[config.mk]
export PLATFORM = sky130hd
export DESIGN_NAME = simon_round_sequencer
export DESIGN_NICKNAME = d
export VERILOG_FILES = /design/src/rtl/simon_round_sequencer.sv
export SDC_FILE = /design/constraint.sdc
export NUM_CORES = 1
export LEC_CHECK = 0
export CAP_MARGIN = 20
export CORE_MARGIN = 2
export CORE_UTILIZATION = 55
export CTS_BUF_LIST = sky130_fd_sc_hd__clkbuf_16
export CTS_CLUSTER_SIZE = 30
export DETAILED_ROUTE_END_ITERATION = 10
export GPL_ROUTABILITY_DRIVEN = 0
export PLACE_DENSITY = 0.8
export SKIP_LAST_GASP = 1
export SYNTH_ARGS = -nofsm -noshare
export SYNTH_HDL_FRONTEND = slang
export SYNTH_SLANG_ARGS = --single-unit
[constraint.sdc]
create_clock -name clk_50M -period 8.97 [get_ports clk_50M]
set_input_delay 1.3455 -clock clk_50M [delete_from_list [all_inputs] [get_ports clk_50M]]
set_output_delay 1.3455 -clock clk_50M [all_outputs]
set_load 0.02 [all_outputs]
[src/rtl/simon_round_sequencer.sv]
// rtl/simon_round_sequencer.sv - Simon game round controller: pattern growth, tick-timed show, echo check.
module simon_round_sequencer #(
  parameter int unsigned MAX_ROUNDS    = 8,
  parameter int unsigned ON_TICKS      = 2,
  parameter int unsigned OFF_TICKS     = 1,
  parameter int unsigned TIMEOUT_TICKS = 10,
  parameter logic [7:0]  LFSR_SEED     = 8'hA5
) (
  input  logic       clk_50M,
  input  logic       reset,
  input  logic       tick,
  input  logic       start,
  input  logic [3:0] btn,
  output logic [3:0] display_bits,
  output logic       showing,
  output logic       led,
  output logic       play,
  output logic       win,
  output logic       lose,
  output logic [4:0] round
);

  typedef enum logic [2:0] {
    S_IDLE, S_GEN, S_SHOW_ON, S_SHOW_OFF, S_READ, S_WIN, S_LOSE
  } state_t;

  localparam logic [15:0] ON_LAST  = 16'(ON_TICKS - 1);
  localparam logic [15:0] OFF_LAST = 16'(OFF_TICKS - 1);
  localparam logic [15:0] TO_LAST  = 16'(TIMEOUT_TICKS - 1);
  localparam logic [4:0]  MAXR     = 5'(MAX_ROUNDS);

  state_t      state_q;
  logic [7:0]  lfsr_q;
  logic [1:0]  pat_q [16];
  logic [4:0]  round_q;
  logic [3:0]  idx_q;
  logic [15:0] tcnt_q;
  logic [3:0]  disp_q;
  logic        showing_q, led_q, play_q, win_q, lose_q;

  logic        lfsr_fb;
  logic [3:0]  idx_nxt;
  logic        idx_last;

  assign lfsr_fb  = lfsr_q[7] ^ lfsr_q[5] ^ lfsr_q[4] ^ lfsr_q[3];
  assign idx_nxt  = idx_q + 4'd1;
  assign idx_last = ({1'b0, idx_q} == (round_q - 5'd1));

  function automatic logic [3:0] dec(input logic [1:0] p);
    return 4'b1000 >> p;
  endfunction

  always_ff @(posedge clk_50M or negedge reset) begin
    if (!reset) begin
      state_q   <= S_IDLE;
      lfsr_q    <= LFSR_SEED;
      round_q   <= '0;
      idx_q     <= '0;
      tcnt_q    <= '0;
      disp_q    <= '0;
      showing_q <= 1'b0;
      led_q     <= 1'b0;
      play_q    <= 1'b0;
      win_q     <= 1'b0;
      lose_q    <= 1'b0;
      for (int i = 0; i < 16; i++) pat_q[i] <= '0;
    end else begin
      lfsr_q <= {lfsr_q[6:0], lfsr_fb};
      play_q <= 1'b0;
      case (state_q)
        S_IDLE, S_WIN, S_LOSE: begin
          if (start) begin
            state_q <= S_GEN;
            round_q <= '0;
            idx_q   <= '0;
            win_q   <= 1'b0;
            lose_q  <= 1'b0;
          end
        end
        S_GEN: begin
          // On the first round pattern[0] is written this cycle, so show the fresh LFSR bits directly.
          pat_q[round_q[3:0]] <= lfsr_q[1:0];
          round_q   <= round_q + 5'd1;
          idx_q     <= '0;
          tcnt_q    <= '0;
          state_q   <= S_SHOW_ON;
          showing_q <= 1'b1;
          disp_q    <= dec((round_q == 5'd0) ? lfsr_q[1:0] : pat_q[0]);
        end
        S_SHOW_ON: begin
          if (tick) begin
            if (tcnt_q == ON_LAST) begin
              tcnt_q  <= '0;
              state_q <= S_SHOW_OFF;
              disp_q  <= '0;
            end else begin
              tcnt_q <= tcnt_q + 16'd1;
            end
          end
        end
        S_SHOW_OFF: begin
          if (tick) begin
            if (tcnt_q == OFF_LAST) begin
              tcnt_q <= '0;
              if (idx_last) begin
                state_q   <= S_READ;
                idx_q     <= '0;
                showing_q <= 1'b0;
                led_q     <= 1'b1;
              end else begin
                idx_q   <= idx_nxt;
                state_q <= S_SHOW_ON;
                disp_q  <= dec(pat_q[idx_nxt]);
              end
            end else begin
              tcnt_q <= tcnt_q + 16'd1;
            end
          end
        end
        S_READ: begin
          // A press takes priority; a tick arriving with it is dropped.
          if (btn != 4'b0000) begin
            if (btn == dec(pat_q[idx_q])) begin
              play_q <= 1'b1;
              tcnt_q <= '0;
              if (idx_last) begin
                led_q <= 1'b0;
                idx_q <= '0;
                if (round_q == MAXR) begin
                  state_q <= S_WIN;
                  win_q   <= 1'b1;
                end else begin
                  state_q <= S_GEN;
                end
              end else begin
                idx_q <= idx_nxt;
              end
            end else begin
              state_q <= S_LOSE;
              lose_q  <= 1'b1;
              led_q   <= 1'b0;
            end
          end else if (tick) begin
            if (tcnt_q == TO_LAST) begin
              state_q <= S_LOSE;
              lose_q  <= 1'b1;
              led_q   <= 1'b0;
            end else begin
              tcnt_q <= tcnt_q + 16'd1;
            end
          end
        end
        default: begin
          state_q   <= S_IDLE;
          disp_q    <= '0;
          showing_q <= 1'b0;
          led_q     <= 1'b0;
          win_q     <= 1'b0;
          lose_q    <= 1'b0;
        end
      endcase
    end
  end

  assign display_bits = disp_q;
  assign showing      = showing_q;
  assign led          = led_q;
  assign play         = play_q;
  assign win          = win_q;
  assign lose         = lose_q;
  assign round        = round_q;

endmodule
Word-level counts from Yosys, hierarchy flattened
Index checks and enable logic that the tools add are counted.

Register bits after elaboration: 77. Output and inout bits: 14. Word-level logic and storage cells: 171.

Bitwise gates (word level): 10. Add/subtract/negate cells: 4. Reductions and logical operators: 22. Shift operators: 3. Equality and inequality tests: 28. $lt $le $gt $ge: 4. Muxes and demuxes: 73.

Operator list (count): $mux 16 (8); $pmux 16 s4 (1); $mux 4 (11); $mux 3 (12); $bwmux 32 (1); $pmux 4 s4 (2); $reduce_and 6->1 (4); $mux 1 (22); $ne 2x2->1 const B (11); $add 16x1->16 const B (1); $bmux 2 s4 (2); $eq 16x1->1 const B (1); $eq 16x4->1 const B (1); $logic_not 16->1 (1); $ge 5x5->1 const B (3); $ne 3x3->1 const B (5); $not 4->5 (3); $pmux 3 s5 (1); $mux 2 (6); $pmux 1 s3 (4); $reduce_bool 4->1 (3); $shr 4x2->4 const A (3); $pmux 5 s2 (1); $reduce_or 5->1 (2); 26 further kinds (35).

Longest topological paths before layout
Depth in word-level cells: 10. Depth in mapped cells: 12.

Worst setup path after synthesis
No wires, ideal clock.

Kind: input to register. Start point: in btn[3]. End point: reg tcnt_q[12]. Cell stages on the path: 9. Setup slack: 5.817 ns. Library setup time: 0.092 ns. Path buffers: 2. Data arrival time: 3.061 ns. Cell sequence: inv_1 > a2111oi_0 > a2111oi_2 > nor2_4 > nor4_4 > or3_1 > buf_4 > buf_6 > o31ai_2.

Cells in the longest elaborated chain, start to end: 3.

RTL lines: start, declared (line 13) `input logic [3:0] btn,`; $eq 4x4->1 or $reduce_bool 4->1 (tied branches) (line 123, 122); $ne 3x3->1 (no source line) or $mux 16 (tied branches); $reduce_and 6->1 (no source line) or $pmux 16 s4 (tied branches); end signal, assigned (line 97) `tcnt_q <= tcnt_q + 16'd1;`; end signal, assigned (line 116) `tcnt_q <= tcnt_q + 16'd1;`; end signal, assigned (line 149) `tcnt_q <= tcnt_q + 16'd1;`; end, declared (line 37) `logic [15:0] tcnt_q;`.

Several ways; a longest one is shown, not always the timed one. A chain may end at the register's enable or synchronous reset.

Worst setup path after layout
Start point: reg idx_q[1]. End point: reg tcnt_q[14].

Cells in the longest elaborated chain, start to end: 8.

RTL lines: start, declared (line 36) `logic [3:0] idx_q;`; start signal, assigned (line 111) `idx_q <= idx_nxt;`; start signal, assigned (line 136) `idx_q <= idx_nxt;`; $not 4->5 (not written as such) (line 123) `if (btn == dec(pat_q[idx_q])) begin`; $bmux 2 s4 (line 123); $mux 2 (not written as such) (2 in a row) (line 123); $shr 4x2->4 (line 50) `return 4'b1000 >> p;`; $eq 4x4->1 (line 123); $ne 3x3->1 (no source line); $reduce_and 6->1 (no source line).

No other way between the ends. The select of a mux whose other input is x is not followed.

==> summary.txt <==
Pwr
  • Maximum VDD drop: 0.110 mV
  • Leak: 2.20 nW
  • Pwr Density: 271 nW/um^2

Clock network
  • Post-CTS sizing: 0
  • Post-CTS Setup Bufs: 0
  • Clock Tree Root: clkbuf_16
  • Clock buffer depth: 2
  • CTS tree: done
  • Worst-path clk slew: 0.06 ns
  • TritonCTS Sinks: 77
  • Clock Latency Late Sink: 0.34 ns
  • Cts bufs inserted: 9
  • Hold Buf Count CTS: 0
  • CTS H-tree lvls: 3

Critical path
  • Critical path peak fanout: 19
  • Crit path DAT: 4.40 ns
  • CP Class: reg2reg
  • Worst EP required: 9.17 ns
  • Reg2Reg Depth: 8
  • Setup crit end kind: register
  • Startpoint types: register

Cells and area
  • Design area: 5220 um^2
  • Fin nets: 474
  • Fin cells: 568
  • Fillers: 656
  • Share of layout cells above drive strength 1: 0.192
  • Synth-to-Final Area Change: 11.4%
  • ANT cells: 0

Drt
  • Final ANT Viol Nets: 0
  • Initial DRC count: 218
  • Residual DRC: 0
  • Routed WL: 11000 um
  • Pre-antenna DRT Iters: 5
  • Drt wl/cell: 19.4 um
  • Via Count: 3774
  • Post-DR vias/cell: 6.64

Logic synthesis
  • Syn Std Cell Area: 4690 um^2
  • Adder-Cell Fraction of Synth Area: 0.0214
  • Most common cell in the netlist: dfrtp_1
  • Synth Area in Simple Gates: 0.160
  • Synth warn: 0
  • Ys flop type: dfrtp_1
  • Main combinational cell family by area after synthesis: multiplexers
  • Seq/Total Area, Yosys: 0.412
  • Number of synthesized flops with an enable pin: 0
  • Synth Area per Inst: 10.5 um^2
  • Synth Area in Compound Gates: 0.172
  • Ranking of synthesized cells by area: dfrtp_1 (39%), mux2_2 (8.6%), mux4_2 (5.3%)
  • Post-Synth XOR/XNOR Area: 0.0219
  • Post-synth top area cell: dfrtp_1
  • Synth unique cells: 65
  • Syn_nets: 464
  • Top cells by count, synth: dfrtp_1 (73), nand2_1 (37), mux2_2 (36), nor2_1 (36), nand3_1 (23)
  • Synth async-reset ratio: 1.00
  • Mapped Cells: 448
  • Mux share of post-synthesis cell area: 0.176
  • Yosys reg bits: 77
  • Yosys top cell area share: 0.390

Place
  • Placed standard-cell area: 4920 um^2
  • Buffers on Ports: 21
  • Dpl hpwl: 7370 um
  • DP Cell Count: 552

Timing
  • Fmax: 238 MHz
  • Final hold vios: 0
  • RSZ-0062 raised after global routing: no
  • Max-slew headroom: 0.364
  • Final setup viols: 0
  • Fin crit period: 4.20 ns
  • Total negative slack: 0 ns
  • Fin Hold WS: 0.364 ns
  • Final worst-path cycle share: 0.469
  • Worst slew pin tran: 0.954 ns
  • Max Slew Vio Count: 0
  • Final Skew: 0.00662 ns

Die
  • CORE AREA: 8260 um^2
  • Initial core utilization: 0.568
  • IO Pins: 22
  • Die area: 9280 um^2
  • Die width: 96.3 um
  • # rows: 33
  • Die Ht: 96.3 um

Hold path
  • Min-Delay Path Class: reg2reg
  • Hold Path Cell Cnt: 0

Global route
  • Busiest grt layer: met2
  • GRT Total Usage: 0.260
  • Met3 GRT Util: 0.0650
  • GRT met1 Usage: 0.336
  • Largest net degree at the start of global routing: 78
  • Total grt overflow: 0
  • Vias in the first global route: 3697
  • Met2 Use GR: 0.423
  • Global-route wire length before repair: 18500 um
  • Initial antenna violation count: 0

Run status
  • Status: finished, final reports clean

Run
  • Max Cap Viol: 0
## per-layer routing
| layer | vias to the layer above | wire length, um | part of all wire |
|---|---|---|---|
| met3 | 41 | 753 | 0.068 |
| li1 | 1702 | - | - |
| met2 | 165 | 5400 | 0.49 |
| met5 | - | 0 | 0 |
| met4 | 0 | 284 | 0.026 |
| met1 | 1866 | 4550 | 0.41 |
## logic make-up after synthesis
logic type               count (synthesis)
AND/OR/NAND/NOR                        149
AO/OA/AOI/OAI                          103
XOR/XNOR                                10
flip-flops                              77
multiplexers                            63
adder cells (fa/ha/maj)                  8
buffers and inverters                   38
## worst max-delay path, cell delays in order, from the launching register on
cell,delay (ns)
dfrtp_1,0.96
mux2i_1,0.31
a22oi_1,0.32
a2111oi_0,0.17
a2111oi_2,0.49
nor2_4,0.10
nor4_4,0.81
or3_1,0.72
o41ai_2,0.17
## final timing paths
check / startpoint / slack [ns] / end
min in group asynchronous: reset / 1.15 / tcnt_q[12]$_DFFE_PN0P_
hold / removal: lfsr_q[6]$_DFF_PN0_ / 0.36 / lfsr_q[7]$_DFF_PN1_
hold reg to reg: lfsr_q[6]$_DFF_PN0_ / 0.36 / lfsr_q[7]$_DFF_PN1_
setup reg to reg: idx_q[1]$_DFFE_PN0P_ / 4.77 / tcnt_q[14]$_DFFE_PN0P_
setup / recovery: idx_q[1]$_DFFE_PN0P_ / 4.77 / tcnt_q[14]$_DFFE_PN0P_
max in group asynchronous: reset / 7.20 / pat_q[0]$_DFFE_PN0P_
## report_power, final
| group | leakage, nW | switching [W] | internal, W | total (W) |
|---|---|---|---|---|
| clock | 0.149 | 0.000153 | 0.000217 | 0.000371 |
| sequential | 1.01 | 0.000138 | 0.000408 | 0.000546 |
| combinational | 1.04 | 0.000276 | 0.000223 | 0.000499 |
## cell type report
| cell class | instances | area, um^2 | share of cell area |
|---|---|---|---|
| clock buffer | 9 | 225 | 0.0431 |
| clock inverter | 7 | 75.1 | 0.0144 |
| inverter | 14 | 52.6 | 0.0101 |
| multi-input combinational | 333 | 2580 | 0.494 |
| sequential | 77 | 1930 | 0.370 |
| tap | 105 | 131 | 0.0252 |
| timing repair buffer | 23 | 223 | 0.0427 |
## through the flow
stage	worst slack (ns)	util	total power, W
after floorplan	5.82	-	0.000899
after global placement	4.67	0.596	0.00102
after detailed placement	4.56	0.596	0.00104
after CTS	4.82	0.632	0.00141
after global routing	4.48	0.632	0.00150
final	4.77	0.632	0.00142
## state kept, by name, summed over array words and instances (netlist names)
register      count
state_q           3
lose              1
play              1
display_bits      4
lfsr_q            8
pat_q            32
showing           1
tcnt_q           16
led               1
round             5
idx_q             4
win               1
## layout by cell type, fill, tap and decap left out, types with 11 or more instances in the layout
cell type	count
nor2_1	36
clkdlybuf4s50_1	20
mux4_2	11
mux2i_1	14
nand3_1	23
mux2_2	36
o21ai_0	16
nand2_1	37
o31ai_1	18
dfrtp_1	73
inv_1	15
(Power assumes the default switching activity.)
